[config.mk]
export PLATFORM = sky130hd
export DESIGN_NAME = core_csr_seq_ctrl
export DESIGN_NICKNAME = d
export VERILOG_FILES = /design/src/rtl/core_csr_seq_ctrl_pkg.sv /design/src/rtl/core_csr_seq_ctrl_rmw_alu.sv /design/src/rtl/core_csr_seq_ctrl.sv
export SDC_FILE = /design/constraint.sdc
export NUM_CORES = 1
export LEC_CHECK = 0
export BUFFER_PORTS_ARGS = -buffer_cell sky130_fd_sc_hd__buf_2
export CAP_MARGIN = 20
export CORE_ASPECT_RATIO = 1.2
export CORE_UTILIZATION = 50
export DETAILED_ROUTE_END_ITERATION = 8
export PLACE_DENSITY = 0.8
export SLEW_MARGIN = 25
export SYNTH_ARGS = -nofsm -noshare
export SYNTH_HDL_FRONTEND = slang
export SYNTH_HIERARCHICAL = 1
export SYNTH_SLANG_ARGS = --single-unit
[constraint.sdc]
create_clock -name clk -period 2.5 [get_ports clk]
set_input_delay 0 -clock clk [delete_from_list [all_inputs] [get_ports clk]]
set_output_delay 0 -clock clk [all_outputs]
set_load 0.02 [all_outputs]
[src/rtl/core_csr_seq_ctrl_pkg.sv]
// Shared CSR sequencer definitions: CSR addresses,
// mstatus bit indices, instruction op bits and FSM states.
package core_csr_seq_ctrl_pkg;

    localparam logic [11:0] CSR_MSTATUS = 12'h300;
    localparam logic [11:0] CSR_MEPC    = 12'h341;
    localparam logic [11:0] CSR_MCAUSE  = 12'h342;

    localparam int MSTATUS_MIE    = 3;
    localparam int MSTATUS_MPIE   = 7;
    localparam int MSTATUS_MPP_LO = 11;
    localparam int MSTATUS_MPP_HI = 12;

    localparam int OP_R    = 0;
    localparam int OP_W    = 1;
    localparam int OP_CS   = 2;
    localparam int OP_ZIMM = 3;

    typedef enum logic [2:0] {
        ST_IDLE,
        ST_INST_RD,
        ST_INST_WR,
        ST_TRAP_EPC,
        ST_TRAP_CAUSE,
        ST_STAT_RD,
        ST_STAT_WR
    } state_e;

endpackage

[src/rtl/core_csr_seq_ctrl_rmw_alu.sv]
// Combinational CSR read-modify-write data path.
// Ports: op/zimm/rs1/rdata in; wr_dat and wr_intent out.
module core_csr_rmw_alu
    import core_csr_seq_ctrl_pkg::*;
#(
    parameter int XLEN = 32
) (
    input  logic [3:0]      op,
    input  logic [4:0]      zimm,
    input  logic [XLEN-1:0] rs1,
    input  logic [XLEN-1:0] rdata,
    output logic [XLEN-1:0] wr_dat,
    output logic            wr_intent
);

    logic [XLEN-1:0] operand;

    always_comb begin
        operand = op[OP_ZIMM] ? {{(XLEN-5){1'b0}}, zimm} : rs1;
        // set/clear with a zero operand is a pure read
        wr_intent = op[OP_W] | (op[OP_R] & (operand != '0));
        if (op[OP_W]) begin
            wr_dat = operand;
        end else if (op[OP_CS]) begin
            wr_dat = rdata & ~operand;
        end else begin
            wr_dat = rdata | operand;
        end
    end

endmodule

[src/rtl/core_csr_seq_ctrl.sv]
// CSR access / trap entry / mret sequencer FSM.
// Ports: EX inst handshake + resp, trap/mret req/ack/done, CSR bus, busy.
module core_csr_seq_ctrl
    import core_csr_seq_ctrl_pkg::*;
#(
    parameter int XLEN   = 32,
    parameter int CSR_AW = 12
) (
    input  logic              clk,
    input  logic              rst_n,
    input  logic              inst_valid,
    output logic              inst_ready,
    input  logic [CSR_AW-1:0] inst_addr,
    input  logic [3:0]        inst_op,
    input  logic [4:0]        inst_zimm,
    input  logic [XLEN-1:0]   inst_rs1,
    output logic              resp_valid,
    output logic [XLEN-1:0]   resp_rdata,
    output logic              resp_illegal,
    input  logic              trap_req,
    input  logic [XLEN-1:0]   trap_pc,
    input  logic [XLEN-1:0]   trap_cause,
    output logic              trap_ack,
    output logic              trap_done,
    input  logic              mret_req,
    output logic              mret_ack,
    output logic              mret_done,
    output logic [CSR_AW-1:0] csr_addr,
    output logic              csr_rd_en,
    input  logic [XLEN-1:0]   csr_rdata,
    output logic              csr_wr_en,
    output logic [XLEN-1:0]   csr_wr_dat,
    output logic              busy
);

    state_e            state_q;
    logic [CSR_AW-1:0] addr_q;
    logic [3:0]        op_q;
    logic [4:0]        zimm_q;
    logic [XLEN-1:0]   rs1_q;
    logic [XLEN-1:0]   pc_q;
    logic [XLEN-1:0]   cause_q;
    logic              is_trap_q;
    logic [XLEN-1:0]   alu_dat;
    logic              alu_intent;
    logic              addr_ro;

    function automatic logic [XLEN-1:0] trap_status(
        input logic [XLEN-1:0] s
    );
        logic [XLEN-1:0] r;
        r = s;
        r[MSTATUS_MPIE] = s[MSTATUS_MIE];
        r[MSTATUS_MIE] = 1'b0;
        r[MSTATUS_MPP_HI:MSTATUS_MPP_LO] = 2'b11;
        return r;
    endfunction

    function automatic logic [XLEN-1:0] mret_status(
        input logic [XLEN-1:0] s
    );
        logic [XLEN-1:0] r;
        r = s;
        r[MSTATUS_MIE] = s[MSTATUS_MPIE];
        r[MSTATUS_MPIE] = 1'b1;
        return r;
    endfunction

    core_csr_rmw_alu #(
        .XLEN(XLEN)
    ) u_alu (
        .op       (op_q),
        .zimm     (zimm_q),
        .rs1      (rs1_q),
        .rdata    (csr_rdata),
        .wr_dat   (alu_dat),
        .wr_intent(alu_intent)
    );

    assign addr_ro = (addr_q[CSR_AW-1 -: 2] == 2'b11);
    assign busy = (state_q != ST_IDLE);
    assign inst_ready = (state_q == ST_IDLE) & inst_valid &
                        ~trap_req & ~mret_req;

    always_ff @(posedge clk or negedge rst_n) begin
        if (!rst_n) begin
            state_q   <= ST_IDLE;
            addr_q    <= '0;
            op_q      <= '0;
            zimm_q    <= '0;
            rs1_q     <= '0;
            pc_q      <= '0;
            cause_q   <= '0;
            is_trap_q <= 1'b0;
            trap_ack  <= 1'b0;
            mret_ack  <= 1'b0;
        end else begin
            trap_ack <= 1'b0;
            mret_ack <= 1'b0;
            unique case (state_q)
                ST_IDLE: begin
                    if (trap_req) begin
                        trap_ack  <= 1'b1;
                        pc_q      <= trap_pc;
                        cause_q   <= trap_cause;
                        is_trap_q <= 1'b1;
                        state_q   <= ST_TRAP_EPC;
                    end else if (mret_req) begin
                        mret_ack  <= 1'b1;
                        is_trap_q <= 1'b0;
                        state_q   <= ST_STAT_RD;
                    end else if (inst_valid) begin
                        addr_q  <= inst_addr;
                        op_q    <= inst_op;
                        zimm_q  <= inst_zimm;
                        rs1_q   <= inst_rs1;
                        state_q <= ST_INST_RD;
                    end
                end
                ST_INST_RD:    state_q <= ST_INST_WR;
                ST_INST_WR:    state_q <= ST_IDLE;
                ST_TRAP_EPC:   state_q <= ST_TRAP_CAUSE;
                ST_TRAP_CAUSE: state_q <= ST_STAT_RD;
                ST_STAT_RD:    state_q <= ST_STAT_WR;
                ST_STAT_WR:    state_q <= ST_IDLE;
                default:       state_q <= ST_IDLE;
            endcase
        end
    end

    always_comb begin
        csr_addr     = '0;
        csr_rd_en    = 1'b0;
        csr_wr_en    = 1'b0;
        csr_wr_dat   = '0;
        resp_valid   = 1'b0;
        resp_rdata   = '0;
        resp_illegal = 1'b0;
        trap_done    = 1'b0;
        mret_done    = 1'b0;
        unique case (state_q)
            ST_INST_RD: begin
                csr_addr  = addr_q;
                csr_rd_en = 1'b1;
            end
            ST_INST_WR: begin
                csr_addr     = addr_q;
                csr_wr_en    = alu_intent & ~addr_ro;
                csr_wr_dat   = csr_wr_en ? alu_dat : '0;
                resp_valid   = 1'b1;
                resp_rdata   = csr_rdata;
                resp_illegal = alu_intent & addr_ro;
            end
            ST_TRAP_EPC: begin
                csr_addr   = CSR_AW'(CSR_MEPC);
                csr_wr_en  = 1'b1;
                csr_wr_dat = pc_q;
            end
            ST_TRAP_CAUSE: begin
                csr_addr   = CSR_AW'(CSR_MCAUSE);
                csr_wr_en  = 1'b1;
                csr_wr_dat = cause_q;
            end
            ST_STAT_RD: begin
                csr_addr  = CSR_AW'(CSR_MSTATUS);
                csr_rd_en = 1'b1;
            end
            ST_STAT_WR: begin
                csr_addr   = CSR_AW'(CSR_MSTATUS);
                csr_wr_en  = 1'b1;
                csr_wr_dat = is_trap_q ? trap_status(csr_rdata)
                                       : mret_status(csr_rdata);
                trap_done  = is_trap_q;
                mret_done  = ~is_trap_q;
            end
            default: begin
                csr_addr = '0;
            end
        endcase
    end

endmodule

==> results of run 1 <==
==> registers in the layout, indices dropped and copies added, names as in the netlist <==
register / count
cause_q: 32
pc_q: 32
rs1_q: 32
addr_q: 12
zimm_q: 5
op_q: 4
state_q: 3
is_trap_q: 1
mret_ack: 1
trap_ack: 1
==> synth_stat cells, types with 4 or more instances <==
cell type | instances | area (um2)
o211ai_1 | 26 | 195
buf_2 | 20 | 100
and2_1 | 41 | 257
mux2i_1 | 32 | 320
inv_1 | 30 | 113
o31ai_1 | 26 | 195
buf_4 | 6 | 45.0
mux2_1 | 6 | 67.6
o21ai_0 | 10 | 50.1
a21oi_1 | 4 | 20.0
clkbuf_1 | 14 | 52.6
mux2_2 | 111 | 1250
nor2_1 | 35 | 131
nor2b_1 | 5 | 31.3
nand3_1 | 6 | 30.0
dfrtp_1 | 123 | 3080
nor3b_1 | 4 | 30.0
a221o_1 | 29 | 290
nor4_1 | 8 | 50.1
==> layout make-up <==
class,instances,area [um2]
sequential,123,3080
clock buffer,24,492
fill,772,2990
antenna,1,2.50
timing repair buffer,394,2830
multi-input combinational,384,3400
clock inverter,7,65.1
inverter,30,113
tap,168,210
==> power by group through the flow <==
stage	logic, mW	registers, mW	clock network [mW]
2_1_floorplan	4.31	3.43	0
3_3_place_gp	5.54	3.64	0
3_5_place_dp	5.72	3.75	0
4_1_cts	6.13	3.76	2.33
5_1_grt	6.98	3.95	2.43
6_report	6.57	3.83	2.31
==> cell families after synthesis <==
| group | after synthesis | share of synthesized area (%) |
|---|---|---|
| multiplexers | 150 | 24.6 |
| XOR/XNOR | 1 | 0.130 |
| AND/OR/NAND/NOR | 118 | 10.0 |
| flip-flops | 123 | 45.8 |
| buffers and inverters | 79 | 5.96 |
| AO/OA/AOI/OAI | 113 | 13.2 |
| adder cells (fa/ha/maj) | 2 | 0.298 |
==> per-stage QoR <==
| stage | instances | TNS, ns | hold slack (ns) | utilization [%] | setup slack, ns |
|---|---|---|---|---|---|
| 6_report | 1131 | -3.82 | 0.0868 | 77.3 | -0.152 |
| 5_1_grt | 1130 | -6.79 | 0.108 | 77.3 | -0.253 |
| 4_1_cts | 1127 | -3.16 | 0.0914 | 76.1 | -0.127 |
| 3_5_place_dp | 969 | 0 | -0.0222 | 61.4 | 0.0803 |
| 3_3_place_gp | 969 | 0 | -0.0243 | 61.4 | 0.119 |
| 2_1_floorplan | 586 | 0 | -0.296 | - | 0.427 |
==> per-layer routing <==
layer | global-route usage, % | share of wire (%) | vias up | wire length (um)
li1 | - | - | 2876 | -
met1 | 38.4 | 38 | 3239 | 8940
met2 | 58.4 | 51 | 358 | 11800
met3 | 6.59 | 5.4 | 114 | 1270
met4 | 21.2 | 5.2 | 0 | 1210
met5 | 0 | 0 | - | 0
==> critical path, cell delays in order, from the launching register on <==
cell and delay, ns:
dfrtp_1 0.42, nor4_4 0.35, a41oi_2 0.17, nor4_2 0.26
nor2_1 0.08, a21boi_2 0.17, and2_4 0.17, buf_12 0.15
a221o_1 0.30, buf_2 0.17
==> worst max-delay path by stage <==
| stage | from | end | cells past startpoint |
|---|---|---|---|
| after global placement | rs1_q[30]$_DFFE_PN0P_ | csr_wr_dat[1] | 9 |
| after detailed placement | rs1_q[30]$_DFFE_PN0P_ | csr_wr_dat[1] | 9 |
| after CTS | rs1_q[22]$_DFFE_PN0P_ | csr_wr_dat[8] | 9 |
| after floorplan | op_q[3]$_DFFE_PN0P_ | csr_wr_dat[3] | 9 |
| after global routing | rs1_q[30]$_DFFE_PN0P_ | csr_wr_dat[25] | 9 |
| final | rs1_q[30]$_DFFE_PN0P_ | csr_wr_dat[28] | 9 |
==> repair_timing <==
item,CTS,global route
pin swaps,10,6
hold endpoints to repair,221,0
buffers inserted,4,3
setup endpoints to repair,33,33
gates resized for setup,28,29
hold buffers,123,0
==> run summary, run 1 <==
Total GRT Usage -> 33.8%
First-pass GRT wire length -> 35400 um
Comb pwr share -> 51.7%
CTS sink cnt -> 123
Critical path class -> flop to output pin
Residual DRC -> 1
#FFs+latches synth -> 123
Initial antenna violation count -> 0
Final Wtd Congestion -> 0.865
Violated checks -> design-rule violations, negative setup slack
Cell internal pwr -> 7.49 mW
Reg-to-reg endpoint -> op_q[3]$_DFFE_PN0P_
CP required -> 2.50 ns
DR iter-0 viols -> 466
Total CTS buffers -> 17
Final max-slew violation count -> 0
Vias post-DR -> 6587
Worst Path Max Fanout -> 14
Final #Nets -> 1104
Clock-pin transition on the worst setup and hold timing paths -> 0.05 ns
Largest net degree at the start of global routing -> 55
Slew Limit Headroom -> 61.3%
Outcome -> finished, violations left
Vias in the first global route -> 6935
Crit path time final -> 2.65 ns
Switching power -> 5.23 mW
CP arrival -> 2.65 ns
Core Region -> 13200 um2
Switching Fraction -> 41.1%
First-pass detailed-route iteration total -> 7
Synth Warn # -> 6
Die H -> 129 um
Cell count after synthesis -> 586
Synthesis-to-layout area growth -> 51.7%
Post-Route WL -> 23300 um
Main flop type after synthesis -> dfrtp_1
Pwr Total -> 12.7 mW
Max clock buf depth -> 2
Placement Cell Area -> 8090 um2
Synthesized area -> 6720 um2
Final instance area -> 10200 um2
Starting Density -> 51.0%
H-tree depth -> 4
Site Rows -> 46
Startpoint Class -> flop
Post-route ant nets -> 0
CTS tree -> yes
Skew-Pair Late Insertion Delay -> 0.41 ns
Gr ovfl total -> 0
Worst slew pin tran -> 0.572 ns
Peak VDD IR -> 0.724 mV
Synth cell types -> 48
Max-Cap Viols -> 0
Setup WS post-layout -> -0.152 ns
Hpwl dp -> 14700 um
Clock share of power -> 18.2%
Final Skew -> 0.00833 ns
Vias/cell -> 5.82
Layout cells sized above 1 -> 45.1%
Flop2flop setup slack -> 0.59 ns
Fin crit share -> 106%
IO buf count -> 239
Die area -> 13900 um2
Post-synthesis sequential area ratio -> 45.8%
Commonest non-fill, non-tap cell in the layout -> buf_2
Routed WL per cell -> 20.6 um
Avg Cell Area, Syn -> 11.5 um2
PwrDens -> 1250 nW/um2
Syn nets -> 740
Async SR Flop Fraction -> 100%
RSZ-0062 raised after global routing -> true
Final hold viol count -> 0
Worst Hold Class -> input pin to async pin
Post-synth EDFFs -> 0
Max frequency -> 377 MHz
Commonest non-fill, non-tap cells in the layout -> buf_2 (223), dlygate4sd3_1 (123), dfrtp_1 (121)
Clock Root Buffer -> clkbuf_16
RR Startpoint -> state_q[0]$_DFFE_PN0P_
CP Capture Type -> output pin
Final setup vio count -> 30
Seq pwr share -> 30.1%
Die width -> 108 um
# IOs -> 240
Pleak -> 4.81 nW
R2r worst-path depth -> 4
No activity file was read; power rests on OpenSTA's default activity.
==> run 2, diff against run 1 <==
BUFFER_PORTS_ARGS = not set   (was -buffer_cell sky130_fd_sc_hd__buf_2)
CORE_UTILIZATION = 64   (was 50)
DONT_BUFFER_PORTS = 1   (was not set)
==> run 2 against run 1 <==
Critical path depth fell by 1. Via count down 12%. Hold slack lost 0.81 ns. Clock skew shrank 0.0025 ns. Global-route usage up 7.6 points. Setup slack worse by 0.039 ns. The run ends with negative hold slack, negative setup slack left.
==> run summary, run 2 (synthesis results as in run 1) <==
Vias post-DR -> 5780 (was 6587)
Total CTS buffers -> 17 (unchanged)
Comb pwr share -> 45.6% (was 51.7%)
Post-Route WL -> 22000 um (was 23300 um)
First-pass detailed-route iteration total -> 5 (was 7)
DR iter-0 viols -> 548 (was 466)
CP arrival -> 2.69 ns (was 2.65 ns)
Critical Path Start -> rs1_q[9]$_DFFE_PN0P_ (was rs1_q[30]$_DFFE_PN0P_)
Clock share of power -> 23.4% (was 18.2%)
CP required -> 2.50 ns (about the same)
Total GRT Usage -> 41.4% (was 33.8%)
Peak VDD IR -> 0.873 mV (was 0.724 mV)
Seq pwr share -> 31.0% (was 30.1%)
Starting Density -> 66.5% (was 51.0%)
Largest regs -> cause_q: 32 flops, pc_q: 32 flops, rs1_q: 32 flops (unchanged)
PwrDens -> 1410 nW/um2 (was 1250 nW/um2)
Hold WS -> -0.723 ns (was 0.0868 ns)
Switching power -> 5.10 mW (was 5.23 mW)
CTS tree -> yes (unchanged)
Site Rows -> 40 (was 46)
Fin crit share -> 108% (was 106%)
Critical path class -> flop to output pin (unchanged)
Routed WL per cell -> 25.9 um (was 20.6 um)
Worst Path Max Fanout -> 23 (was 14)
Post-route ant nets -> 0 (unchanged)
CTS sink cnt -> 123 (unchanged)
Worst Hold Class -> input pin to async pin (unchanged)
Placed Cells -> 687 (was 969)
Fillers -> 452 (was 772)
H-tree depth -> 4 (unchanged)
Max-Cap Viols -> 0 (unchanged)
Startpoint Class -> flop (unchanged)
Clock Root Buffer -> clkbuf_16 (unchanged)
Commonest non-fill, non-tap cell in the layout -> dlygate4sd3_1 (was buf_2)
Pwr Total -> 12.6 mW (was 12.7 mW)
Switching Fraction -> 40.6% (was 41.1%)
CP Capture Type -> output pin (unchanged)
Max frequency -> 372 MHz (was 377 MHz)
Hpwl dp -> 12400 um (was 14700 um)
Skew-Pair Late Insertion Delay -> 0.41 ns (about the same)
Final hold viol count -> 123 (was 0)
Die area -> 10900 um2 (was 13900 um2)
Cell internal pwr -> 7.48 mW (was 7.49 mW)
Gr ovfl total -> 0 (unchanged)
Vias in the first global route -> 6286 (was 6935)
Setup WS post-layout -> -0.191 ns (was -0.152 ns)
Die width -> 95.5 um (was 108 um)
Final max-slew violation count -> 0 (unchanged)
Max clock buf depth -> 2 (unchanged)
Initial antenna violation count -> 2 (was 0)
Clock-pin transition on the worst setup and hold timing paths -> 0.06 ns (was 0.05 ns)
Final Skew -> 0.00580 ns (was 0.00833 ns)
Violated checks -> negative hold slack, negative setup slack (was design-rule violations, negative setup slack)
Worst slew pin tran -> 0.624 ns (was 0.572 ns)
Pre-CTS WS -> 0.0168 ns (was 0.0803 ns)
Vias/cell -> 6.82 (was 5.82)
First-pass GRT wire length -> 33400 um (was 35400 um)
Largest net degree at the start of global routing -> 124 (was 55)
Die H -> 114 um (was 129 um)
Final setup vio count -> 30 (unchanged)
Commonest non-fill, non-tap cells in the layout -> dlygate4sd3_1 (121), dfrtp_1 (119), mux2_2 (111) (was buf_2 (223), dlygate4sd3_1 (123), dfrtp_1 (121))
RSZ-0062 raised after global routing -> true (unchanged)
Outcome -> finished, violations left (unchanged)
Crit path time final -> 2.69 ns (was 2.65 ns)
Layout cells sized above 1 -> 27.0% (was 45.1%)
Final Non-Filler Cells -> 847 (was 1131)
Final #Nets -> 860 (was 1104)
Cts hold-fix bufs -> 121 (was 123)
Pleak -> 3.77 nW (was 4.81 nW)
Synthesis-to-layout area growth -> 32.5% (was 51.7%)
# IOs -> 240 (unchanged)
RR Startpoint -> state_q[2]$_DFFE_PN0P_ (was state_q[0]$_DFFE_PN0P_)
IO buf count -> 0 (was 239)
Core Region -> 10100 um2 (was 13200 um2)
Final Wtd Congestion -> 0.853 (was 0.865)
Residual DRC -> 0 (was 1)
Slew Limit Headroom -> 58.4% (was 61.3%)
## run 2: routing by layer
metal / wire length (um) / track usage [%]
met1: 7890 / 48.7
met2: 11100 / 66.2
met3: 1940 / 12.2
met4: 1080 / 25.2
met5: 0 / 0
## run 2: area by class of cell
type / count / area, um2 / area share [%]
Clock buffer: 21 / 470 / 5.28
Inverter: 30 / 113 / 1.26
Timing Repair Buffer: 150 / 1480 / 16.6
Multi-Input combinational cell: 384 / 3360 / 37.7
Tap cell: 126 / 158 / 1.77
Sequential cell: 123 / 3080 / 34.6
Antenna cell: 2 / 5.00 / 0.0562
Clock inverter: 11 / 238 / 2.67
## run 2: power by group through the flow
| stage | combinational [mW] | clock (mW) | sequential, mW |
|---|---|---|---|
| final | 5.73 | 2.95 | 3.90 |
| after global routing | 6.06 | 3.04 | 4.00 |
| after CTS | 5.37 | 2.95 | 3.76 |
| after detailed placement | 5.02 | 0 | 3.75 |
| after global placement | 4.90 | 0 | 3.67 |
| after floorplan | 4.31 | 0 | 3.43 |
## run 2: worst paths after layout
kind	endpoint	slack, ns	depth (start not counted)
worst max register to register	rs1_q[27]$_DFFE_PN0P_	0.36	4
worst min-delay path	cause_q[16]$_DFFE_PN0P_	-0.72	0
worst max-delay path	csr_wr_dat[29]	-0.19	8
worst min register to register	pc_q[23]$_DFFE_PN0P_	0.49	1
min in group clk	rs1_q[7]$_DFFE_PN0P_	0.13	2
max in group asynchronous	state_q[1]$_DFFE_PN0P_	3.07	0
## run 2: metrics by stage
step | setup TNS (ns) | util, % | instance area [um2]
4_1_cts | -4.64 | 87.4 | 8830
2_1_floorplan | 0 | - | 6720
3_5_place_dp | 0 | 67.4 | 6810
5_1_grt | -6.48 | 88.1 | 8900
6_report | -5.08 | 88.1 | 8900
3_3_place_gp | 0 | 67.4 | 6810
## run 2: critical path: stages (launching register included)
cell	delay [ns]
dfrtp_1	0.38
nor4_1	0.33
a22oi_1	0.16
nor4_2	0.37
nor2_1	0.10
a21boi_2	0.18
and2_4	0.16
buf_12	0.16
a221o_1	0.42
## run 2: what timing repair did
action | 4_1_cts | 5_1_grt
buffers inserted | 3 | 3
pin swaps | 20 | 21
endpoints found under the setup margin | 33 | 33
endpoints found under the hold margin | 244 | 123
resized for setup | 19 | 9
==> run 3, diff against run 2 <==
==> constraint.sdc (replaced) <==
create_clock -name clk -period 2.5 [get_ports clk]
set_input_delay 0.375 -clock clk [delete_from_list [all_inputs] [get_ports clk]]
set_output_delay 0.375 -clock clk [all_outputs]
set_load 0.02 [all_outputs]
==> run 3 against run 2 <==
The run still ends with negative hold slack, negative setup slack left. Global-route usage is 8.8 points lower. Routed wire length fell by 20%. Register-to-register slack better by 0.11 ns. First-iteration DRC count down 48%. Critical path depth grew 2. Clock power decreased by 18%. Combinational power decreased by 1%. Flip-flop and latch count is the same. Hold slack better by 0.39 ns. Sequential power down 5.4%. Final area fell by 13%.
==> run summary, run 3 (synthesis results as in run 1) <==
Outcome -> finished, violations left (unchanged)
Violated checks -> negative hold slack, negative setup slack (unchanged)
Post-Route WL -> 17500 um (was 22000 um)
CTS sink cnt -> 123 (unchanged)
Crit path time final -> 3.00 ns (was 2.69 ns)
Hold WS -> -0.330 ns (was -0.723 ns)
CP required -> 2.12 ns (was 2.50 ns)
Largest regs -> cause_q: 32 flops, pc_q: 32 flops, rs1_q: 32 flops (unchanged)
Final instance area -> 7700 um2 (was 8900 um2)
Footprint of the multi-input gates -> 3360 um2 (about the same)
Slew Limit Headroom -> 46.7% (was 58.4%)
H-tree depth -> 4 (unchanged)
Placed Cells -> 706 (was 687)
Residual DRC -> 0 (unchanged)
Total CTS buffers -> 17 (unchanged)
Max frequency -> 333 MHz (was 372 MHz)
Vias in the first global route -> 5060 (was 6286)
Sequential cell area -> 3080 um2 (about the same)
Cell internal pwr -> 7.08 mW (was 7.48 mW)
Startpoint Class -> flop (unchanged)
Die area -> 10900 um2 (unchanged)
Site Rows -> 40 (unchanged)
Max-Cap Viols -> 0 (unchanged)
CP arrival -> 2.63 ns (was 2.69 ns)
Synthesis-to-layout area growth -> 14.7% (was 32.5%)
Routed WL per cell -> 23.6 um (was 25.9 um)
Final Skew -> 0.0117 ns (was 0.00580 ns)
Crit path max-delay cell type -> dfrtp_1 (was a221o_1)
Commonest non-fill, non-tap cells in the layout -> dfrtp_1 (121), mux2_2 (111), and2_1 (39), buf_4 (39), nor2_1 (35) (was dlygate4sd3_1 (121), dfrtp_1 (119), mux2_2 (111))
Setup WS post-layout -> -0.501 ns (was -0.191 ns)
# IOs -> 240 (unchanged)
Clock share of power -> 20.6% (was 23.4%)
Fillers -> 663 (was 452)
Layout cells sized above 1 -> 34.0% (was 27.0%)
Skew-Pair Late Insertion Delay -> 0.40 ns (was 0.41 ns)
IO buf count -> 0 (unchanged)
Critical path class -> flop to output pin (unchanged)
Pre-CTS WS -> -0.356 ns (was 0.0168 ns)
CP Capture Type -> output pin (unchanged)
Final setup vio count -> 34 (was 30)
Die width -> 95.5 um (unchanged)
Final Util -> 76.2% (was 88.1%)
Clock Root Buffer -> clkbuf_16 (unchanged)
Largest net degree at the start of global routing -> 124 (unchanged)
Worst Path Max Fanout -> 7 (was 23)
Fin crit share -> 120% (was 108%)
DR iter-0 viols -> 284 (was 548)
Pleak -> 3.31 nW (was 3.77 nW)
Commonest non-fill, non-tap cell in the layout -> dfrtp_1 (was dlygate4sd3_1)
Top delay family on crit path -> simple AND/OR/NAND/NOR gates (unchanged)
Hpwl dp -> 12300 um (was 12400 um)
Max clock buf depth -> 2 (unchanged)
Die H -> 114 um (unchanged)
Final hold viol count -> 123 (unchanged)
Seq pwr share -> 31.4% (was 31.0%)
Vias post-DR -> 4903 (was 5780)
Vias/cell -> 6.62 (was 6.82)
Gr ovfl total -> 0 (unchanged)
CTS tree -> yes (unchanged)
Comb pwr share -> 48.0% (was 45.6%)
Final max-slew violation count -> 0 (unchanged)
Crit path largest cell delay -> 0.40 ns (was 0.42 ns)
Worst Hold Class -> input pin to async pin (unchanged)
Worst-path cell chain -> nor4_4, buf_4, a41oi_2, nor4_2, nor2_1, a21boi_4, and2_4, buf_6, a221o_1, buf_6 (was nor4_1, a22oi_1, nor4_2, nor2_1, a21boi_2, and2_4, buf_12, a221o_1)
Final Wtd Congestion -> 0.861 (was 0.853)
PwrDens -> 1530 nW/um2 (was 1410 nW/um2)
Initial antenna violation count -> 1 (was 2)
CP Buf/Inv Count -> 3 (was 1)
Switching power -> 4.69 mW (was 5.10 mW)
Switching Fraction -> 39.8% (was 40.6%)
Worst slew pin tran -> 0.799 ns (was 0.624 ns)
Post-route ant nets -> 0 (unchanged)
Core Region -> 10100 um2 (unchanged)
Total GRT Usage -> 32.6% (was 41.4%)
Placement Cell Area -> 6950 um2 (was 6810 um2)
Peak VDD IR -> 0.683 mV (was 0.873 mV)
RSZ-0062 raised after global routing -> true (unchanged)
Clock-pin transition on the worst setup and hold timing paths -> 0.06 ns (about the same)
Final Non-Filler Cells -> 741 (was 847)
First-pass GRT wire length -> 26400 um (was 33400 um)
First-pass detailed-route iteration total -> 6 (was 5)
Starting Density -> 66.5% (unchanged)
Final #Nets -> 756 (was 860)
Most used cell, CP -> buf_6
## run 3: changes by cell type in the layout (fill, tap and decap cells not counted), sizes merged, moves of 2 or more
cell         before  now
dlygate4sd3     121    0
bufinv            7    2
buf              29   46
clkinv            1    4
clkbuf           21   24
clkinvlp          3    1
## run 3: final cells by class
class / count / share of cell area, %
antenna: 1 / 0.0325
clock buffer: 24 / 6.51
clock inverter: 7 / 1.14
inverter: 30 / 1.46
multi-input combinational: 384 / 43.7
sequential: 123 / 40.0
tap: 126 / 2.05
timing repair buffer: 46 / 5.16
## run 3: metal layers
layer	GRT usage [%]	up-vias	share of wire, %
li1	-	2192	-
met1	38.9	2422	38
met2	53.8	257	50
met3	11.2	32	9.5
met4	12.9	0	2.4
met5	0	-	0
## run 3: worst paths after layout
path | from | endpoint | slack, ns | cells after the start
max in group asynchronous | rst_n | state_q[1]$_DFFE_PN0P_ | 2.65 | 0
min reg2reg | pc_q[29]$_DFFE_PN0P_ | pc_q[29]$_DFFE_PN0P_ | 0.50 | 1
max | rs1_q[8]$_DFFE_PN0P_ | csr_wr_dat[4] | -0.50 | 10
min in group clk | trap_req | mret_ack$_DFF_PN0_ | 0.05 | 1
max reg2reg | state_q[2]$_DFFE_PN0P_ | pc_q[28]$_DFFE_PN0P_ | 0.47 | 5
min | rst_n | pc_q[0]$_DFFE_PN0P_ | -0.33 | 0
## run 3: repair_timing
action | CTS | global route
buffers inserted | 2 | 2
endpoints found under the hold margin | 123 | 123
pin swaps | 16 | 13
resized for setup | 20 | 6
setup endpoints to repair | 34 | 34
cloned | 0 | 0
## run 3: stage by stage
step / setup TNS, ns / total power [mW]
after floorplan: 0 / 7.74
after detailed placement: -10.22 / 9.01
after global routing: -20.00 / 12.4
final: -15.76 / 11.8
after global placement: -6.65 / 8.81
after CTS: -18.76 / 11.7
## run 3: power groups by stage
stage | clock (mW) | combinational [mW] | sequential (mW)
after detailed placement | 0 | 5.35 | 3.66
after floorplan | 0 | 4.31 | 3.43
after CTS | 2.44 | 5.55 | 3.66
final | 2.43 | 5.65 | 3.69
after global routing | 2.54 | 6.04 | 3.82
after global placement | 0 | 5.22 | 3.59
